$ cat config.mk
export PLATFORM = sky130hd
export DESIGN_NAME = hex_digit_scanner
export DESIGN_NICKNAME = d
export VERILOG_FILES = /design/src/rtl/hex_digit_scanner.sv
export SDC_FILE = /design/constraint.sdc
export NUM_CORES = 1
export LEC_CHECK = 0
export CAP_MARGIN = 20
export CORE_MARGIN = 4
export CORE_UTILIZATION = 39
export CTS_CLUSTER_DIAMETER = 80
export DETAILED_ROUTE_END_ITERATION = 6
export MAX_ROUTING_LAYER = met4
export PLACE_DENSITY = 0.61
export SETUP_SLACK_MARGIN = 0.05
export SYNTH_ARGS = -nofsm -noshare
export SYNTH_HDL_FRONTEND = slang
export SYNTH_SLANG_ARGS = --single-unit
$ cat constraint.sdc
create_clock -name clk -period 2.1 [get_ports clk]
set_clock_uncertainty 0.1 [all_clocks]
set_input_delay 0.42 -clock clk [delete_from_list [all_inputs] [get_ports clk]]
set_output_delay 0.42 -clock clk [all_outputs]
set_load 0.01 [all_outputs]
$ cat src/rtl/hex_digit_scanner.sv
// Time-multiplexed hex digit scanner: cycles through DIGITS nibbles with a SCAN_DIV dwell,
// latching new display values only at frame boundaries so a frame never mixes two values.
module hex_digit_scanner #(
  parameter int DIGITS   = 8,
  parameter int SCAN_DIV = 50000,
  parameter int CNT_W    = 16
) (
  input  logic                  clk,
  input  logic                  rst_n,
  input  logic                  load_valid,
  output logic                  load_ready,
  input  logic [4*DIGITS-1:0]   load_data,
  input  logic                  lz_en,
  output logic [3:0]            hex,
  output logic                  blank,
  output logic [DIGITS-1:0]     dig_an,
  output logic                  frame_done
);

  localparam int IDX_W = $clog2(DIGITS);
  localparam logic [CNT_W-1:0] DIV_LAST = CNT_W'(SCAN_DIV - 1);
  localparam logic [IDX_W-1:0] IDX_LAST = IDX_W'(DIGITS - 1);

  logic [CNT_W-1:0]    div_reg;
  logic [IDX_W-1:0]    idx_reg;
  logic [4*DIGITS-1:0] disp_reg;
  logic [4*DIGITS-1:0] pend_data_reg;
  logic                pending_reg;
  logic                frame_done_reg;

  logic                div_last;
  logic                boundary;
  logic [3:0]          nib [DIGITS];
  logic [DIGITS-1:0]   nib_zero;
  logic [DIGITS-1:0]   upper_zero;

  assign div_last = (div_reg == DIV_LAST);
  assign boundary = div_last && (idx_reg == IDX_LAST);

  always_ff @(posedge clk or negedge rst_n) begin
    if (!rst_n) begin
      div_reg        <= '0;
      idx_reg        <= '0;
      disp_reg       <= '0;
      pend_data_reg  <= '0;
      pending_reg    <= 1'b0;
      frame_done_reg <= 1'b0;
    end else begin
      frame_done_reg <= boundary;
      if (div_last) begin
        div_reg <= '0;
        idx_reg <= (idx_reg == IDX_LAST) ? '0 : idx_reg + 1'b1;
      end else begin
        div_reg <= div_reg + 1'b1;
      end
      // Apply and accept are mutually exclusive: ready is low whenever apply can happen.
      if (boundary && pending_reg) begin
        disp_reg    <= pend_data_reg;
        pending_reg <= 1'b0;
      end else if (load_valid && !pending_reg) begin
        pend_data_reg <= load_data;
        pending_reg   <= 1'b1;
      end
    end
  end

  // upper_zero[i]: nibbles i..DIGITS-1 of the displayed value are all zero.
  genvar gi;
  generate
    for (gi = 0; gi < DIGITS; gi++) begin : g_digit
      assign nib[gi]      = disp_reg[4*gi +: 4];
      assign nib_zero[gi] = (disp_reg[4*gi +: 4] == 4'h0);
      assign dig_an[gi]   = (idx_reg != IDX_W'(gi));
      if (gi == DIGITS - 1) begin : g_top
        assign upper_zero[gi] = nib_zero[gi];
      end else begin : g_chain
        assign upper_zero[gi] = nib_zero[gi] & upper_zero[gi+1];
      end
    end
  endgenerate

  assign hex        = nib[idx_reg];
  assign blank      = lz_en & (idx_reg != '0) & upper_zero[idx_reg];
  assign load_ready = ~pending_reg;
  assign frame_done = frame_done_reg;

endmodule

Yosys cells after proc, flatten, opt, wreduce, memory -nomap -nowiden
Index checks and enable logic that the tools add are counted.
{ "totals": {"wordCells": 55, "reg_bits": 85, "output_inout_bits": 15} }
{ "classes": {"n_reduce_logical": 15, "magnitude_cmp": 2, "n_addsub": 2, "n_eq_ne": 9, "mux": 9, "bitwise": 12} }
{ "op_table": {"columns": ["operator", "count"], "rows": [
  ["zero test 4 bit", 8],
  ["adder 16 x 1 -> 16 bit, second input constant", 1],
  ["equality test 16 bit, second input constant", 1],
  ["2-to-1 mux 16 bit", 1],
  ["binary-select mux 4 bit (select 3 bit)", 1],
  ["inequality test 3 bit, second input constant", 4],
  ["AND 1 bit", 9],
  ["2-to-1 mux 4 bit", 2],
  ["inequality test 3 x 2 -> 1 bit, second input constant", 2],
  [">= comparator 4 bit, second input constant", 1],
  ["less-than comparator 3 x 4 -> 1 bit, second input constant", 1],
  ["inverter 3 -> 4 bit", 1],
  ["adder 3 x 1 -> 3 bit, second input constant", 1],
  ["binary-select mux 1 bit (select 3 bit)", 1],
  ["equality test 3 bit, second input constant", 1],
  ["logical AND 1 bit", 3],
  ["2-to-1 mux 1 bit", 3],
  ["2-to-1 mux 3 bit", 1],
  ["inequality test 3 x 1 -> 1 bit, second input constant", 1],
  ["nonzero test 3 bit", 1],
  ["inverter 1 bit", 2],
  ["AND reduction 2 bit", 1],
  ["nonzero test 2 bit", 1],
  ["zero test 1 bit", 1]
]} }

Logic depth before layout (Yosys ltp)
{ "logic_depth": {"ltp_word": 11, "depth_mapped": 7, "mapped_depth_nobuf": 5} }

Worst setup path before layout
No wires, ideal clock.
{ "synth_timing": {"path_kind": "register -> output", "startpoint": "register idx_reg[0]", "endpoint": "output blank", "n_path_buf": 1, "path_stages_with_launch": 7, "arrival_ps": 1652, "path_slack_ps": -72, "path_cell_list": "dfrtp_1 -> buf_2 -> inv_1 -> ha_1 -> nand2_1 -> nand3_1 -> nor4_1"} }
{ "synth_via": {"elab_chain_cells": 3, "elab_cells_between_ends": 5} }
{ "synth_rtl": {"columns": ["element", "line_no", "text"], "rows": [
  ["from (decl)", "25", "logic [IDX_W-1:0] idx_reg;"],
  ["from (signal assigned)", "52", "idx_reg <= (idx_reg == IDX_LAST) ? '0 : idx_reg + 1'b1;"],
  ["nonzero test 3 bit", null, null],
  ["net dig_an[0]", "16", "output logic [DIGITS-1:0] dig_an,"],
  ["AND 1 bit (2 in a row)", "83", "assign blank = lz_en & (idx_reg != '0) & upper_zero[idx_reg];"],
  ["to (decl)", "15", "output logic blank,"]
]} }
The timed path passes the listed nets, and every way through them passes these cells. The select of a mux whose other input is x is not followed.

Worst setup path in the final report
{ "layout_timing": {"startpoint": "register disp_reg[26]", "endpoint": "output blank"} }
{ "layout_via": {"elab_chain_cells": 11} }
{ "layout_rtl": {"columns": ["element", "line_no", "text"], "rows": [
  ["from (decl)", "26", "logic [4*DIGITS-1:0] disp_reg;"],
  ["from (signal assigned)", "58", "disp_reg <= pend_data_reg;"],
  ["zero test 4 bit *", "72", "assign nib_zero[gi] = (disp_reg[4*gi +: 4] == 4'h0);"],
  ["AND 1 bit *", "77", "assign upper_zero[gi] = nib_zero[gi] & upper_zero[gi+1];"],
  ["AND 1 bit (6 in a row)", "77", null],
  ["binary-select mux 1 bit (select 3 bit) *", "83", null],
  ["2-to-1 mux 1 bit (implied by the code) *", "83", null],
  ["AND 1 bit *", "83", null]
]} }
Mark *: on every way between the ends. The rest lies on a longest branch, timed or not. The select of a mux whose other input is x is not followed.

==> summary.md <==
| Metric | Value |
|---|---|
| Run status | `finished with violations` |
| Failing checks | `setup timing` |
| Largest net degree at the start of global routing | `43` |
| Final slew viol count | `0` |
| Minimum clock period after layout | `2.49 ns` |
| Clock power frac | `0.391` |
| Fin. Hold Viols | `0` |
| Setup TNS | `-0.882 ns` |
| Worst endpoint required time | `1.58 ns` |
| Final net count | `433` |
| Asr flop ratio synth | `1.00` |
| Post-route cell area | `5340 sq um` |
| Ports | `51` |
| Tot GR Track Use | `0.157` |
| Part of the cycle the worst path needs | `1.19` |
| CTS tree | `done` |
| Grt ovf | `0` |
| VDD IR max | `0.000349 V` |
| Clk pin slew, worst setup/hold paths | `0.09 ns` |
| Delay-heaviest family, CP | `simple AND/OR/NAND/NOR gates` |
| Crit-path slowest cell | `nor4_1` |
| Crit-path max cell delay | `0.44 ns` |
| Critical Path Source Type | `flip-flop` |
| Core Util, Final | `0.544` |
| Final GP Congestion | `0.817` |
| Vias per cell | `4.92` |
| Slew headroom | `0.707` |
| Post-route insts no fill | `527` |
| Layout area overhead | `35.8%` |
| Core area | `9820 sq um` |
| Slew at the pin with the worst max-slew slack | `0.435 ns` |
| TritonCTS Buffers | `9` |
| WS Path Type | `flip-flop to output port` |
| Psw | `0.664 mW` |
| Die X | `108 um` |
| Critical-path maximum fanout | `2` |
| Leakage | `2.42 nW` |
| N_diodes | `0` |
| First-pass GRT wire length | `13.6 mm` |
| Commonest non-fill, non-tap cell in the layout | `dfrtp_1` |
| Post-DP HPWL | `5.98 mm` |
| Comb pwr share | `0.054` |
| Max frequency | `0.402 GHz` |
| Hold/Removal Path Class | `flip-flop to flip-flop` |
| Die area | `11800 sq um` |
| Final Setup Violations | `5` |
| YS warnings | `0` |
| I/O Buffers | `50` |
| Crit path capture type | `output port` |
| Register share of total power | `0.556` |
| Cell Area, Placed | `4950 sq um` |
| Clk buf depth | `2` |
| Post-synth EDFFs | `0` |
| Sequential share of the synthesized area | `0.541` |
| DR DRC count | `0` |
| Synth top area share | `0.541` |
| RSZ-0062 raised after global routing | `true` |
| Synth area leader | `dfrtp_1` |
| Data arrival, critical path | `1.97 ns` |
| Root Driver | `clkbuf_8` |
| Fin worst setup slack | `-0.390 ns` |
| Final ANT Viol Nets | `0` |
| Initial Util | `0.401` |
| # rows | `36` |
| Share of cells above drive strength 1 | `0.454` |
| Maxcap violations | `0` |
| Top cells by area, synth | `dfrtp_1 (54%), mux2_4 (11%), mux2_2 (8.6%), mux4_2 (4.6%), ha_1 (2.2%)` |
| Vias | `2592` |
| Clock Latency Late Sink | `0.35 ns` |
| Syn_nets | `325` |
| Avg Synthesized Cell Area | `13.9 sq um` |
| Crit path buf inv count | `1` |
| Internal power | `2.49 mW` |
| Avg WL per Cell | `16.3 um` |
| Number of DRC markers in iteration 0 | `83` |
| Routed WL | `8.61 mm` |
| Critical-path cell list | `nor4_1 -> o311a_1 -> a21oi_1 -> nor4_2 -> buf_2` |
| Pwr dens | `590 nW/um^2` |
| Prevailing post-synth register cell | `dfrtp_1` |
| Initial antenna violation count | `0` |
| Synthesized area | `3930 sq um` |
| Die height | `108 um` |
| Synth cell types | `35` |
| Number of detailed-route iterations in the first pass | `4` |
| Sw Share | `0.211` |
| Cells after Synth | `282` |
| Placed Instances | `504` |
| Max H-tree Level | `3` |
| Most frequent cells in the layout | `dfrtp_1 (84), buf_4 (50), clkdlybuf4s50_1 (36)` |
| Hold WS | `0.404 ns` |
| Place WS | `-0.391 ns` |
| Clk sinks | `85` |
| Power, Total | `3.15 mW` |
| Vias in the first global route | `2645` |
| Count of state elements after synthesis | `85` |
[metal layers]
layer	wire [um]	GRT usage	up-vias
li1	-	-	1228
met1	3920	0.211	1299
met2	4220	0.240	59
met3	365	0.0281	6
met4	104	0.0541	0
met5	0	-	-
[power groups by stage]
stage	registers (mW)	logic [mW]	clock network, mW
4_1_cts	1.75	0.174	1.26
6_report	1.75	0.169	1.23
5_1_grt	1.76	0.186	1.32
3_5_place_dp	1.78	0.171	0
2_1_floorplan	1.76	0.0622	0
3_3_place_gp	1.78	0.167	0
[path summary, 6_finish.rpt]
check	from	endpoint	slack, ns	depth (start not counted)
hold reg to reg	pend_data_reg[27]	pend_data_reg[27]	0.40	1
max in group asynchronous	rst_n	disp_reg[27]	0.87	3
min in group asynchronous	rst_n	div_reg[6]	0.45	2
setup / recovery	disp_reg[26]	blank	-0.39	5
hold / removal	pend_data_reg[27]	pend_data_reg[27]	0.40	1
setup reg to reg	div_reg[12]	disp_reg[0]	0.10	5
[cell usage after synthesis, types with 2 or more instances]
master	number
nor2_1	13
o21ai_0	3
nand3_1	8
a21oi_1	3
nor2b_1	2
buf_12	3
nor4b_1	2
mux2_4	29
mux2_1	5
mux4_2	8
xor2_1	7
clkbuf_1	4
xnor2_1	7
nand4_1	4
buf_1	3
dfrtp_1	85
nand2_1	22
inv_1	8
nor4_1	12
ha_1	7
mux2_2	30
nor3_1	4
[cell families after synthesis]
logic type | count (synthesis) | share of synthesized area
and+or+nand+nor | 73 | 0.0980
DFF | 85 | 0.541
xor gates and xnor gates | 14 | 0.0312
AOI/OAI and AO/OA | 10 | 0.0165
muxes | 72 | 0.257
buffers and inverters | 21 | 0.0347
adders and majority gates | 7 | 0.0223
[layout make-up]
type,count,area [sq um]
timing repair buffer,109,1020
clock inverter,4,73.8
fill,862,4480
sequential,85,2130
clock buffer,11,131
tap,133,166
multi-input combinational,176,1780
inverter,9,36.3
[repair_timing]
action                                  CTS  global route
gates resized for setup                  74            13
pin swaps                                 3            10
gates cloned                              1             2
endpoints found under the setup margin   31            41
hold endpoints to repair                 28             0
setup buffers                             2             3
hold buffers                              1             0
Power figures use the tool's default switching activity.
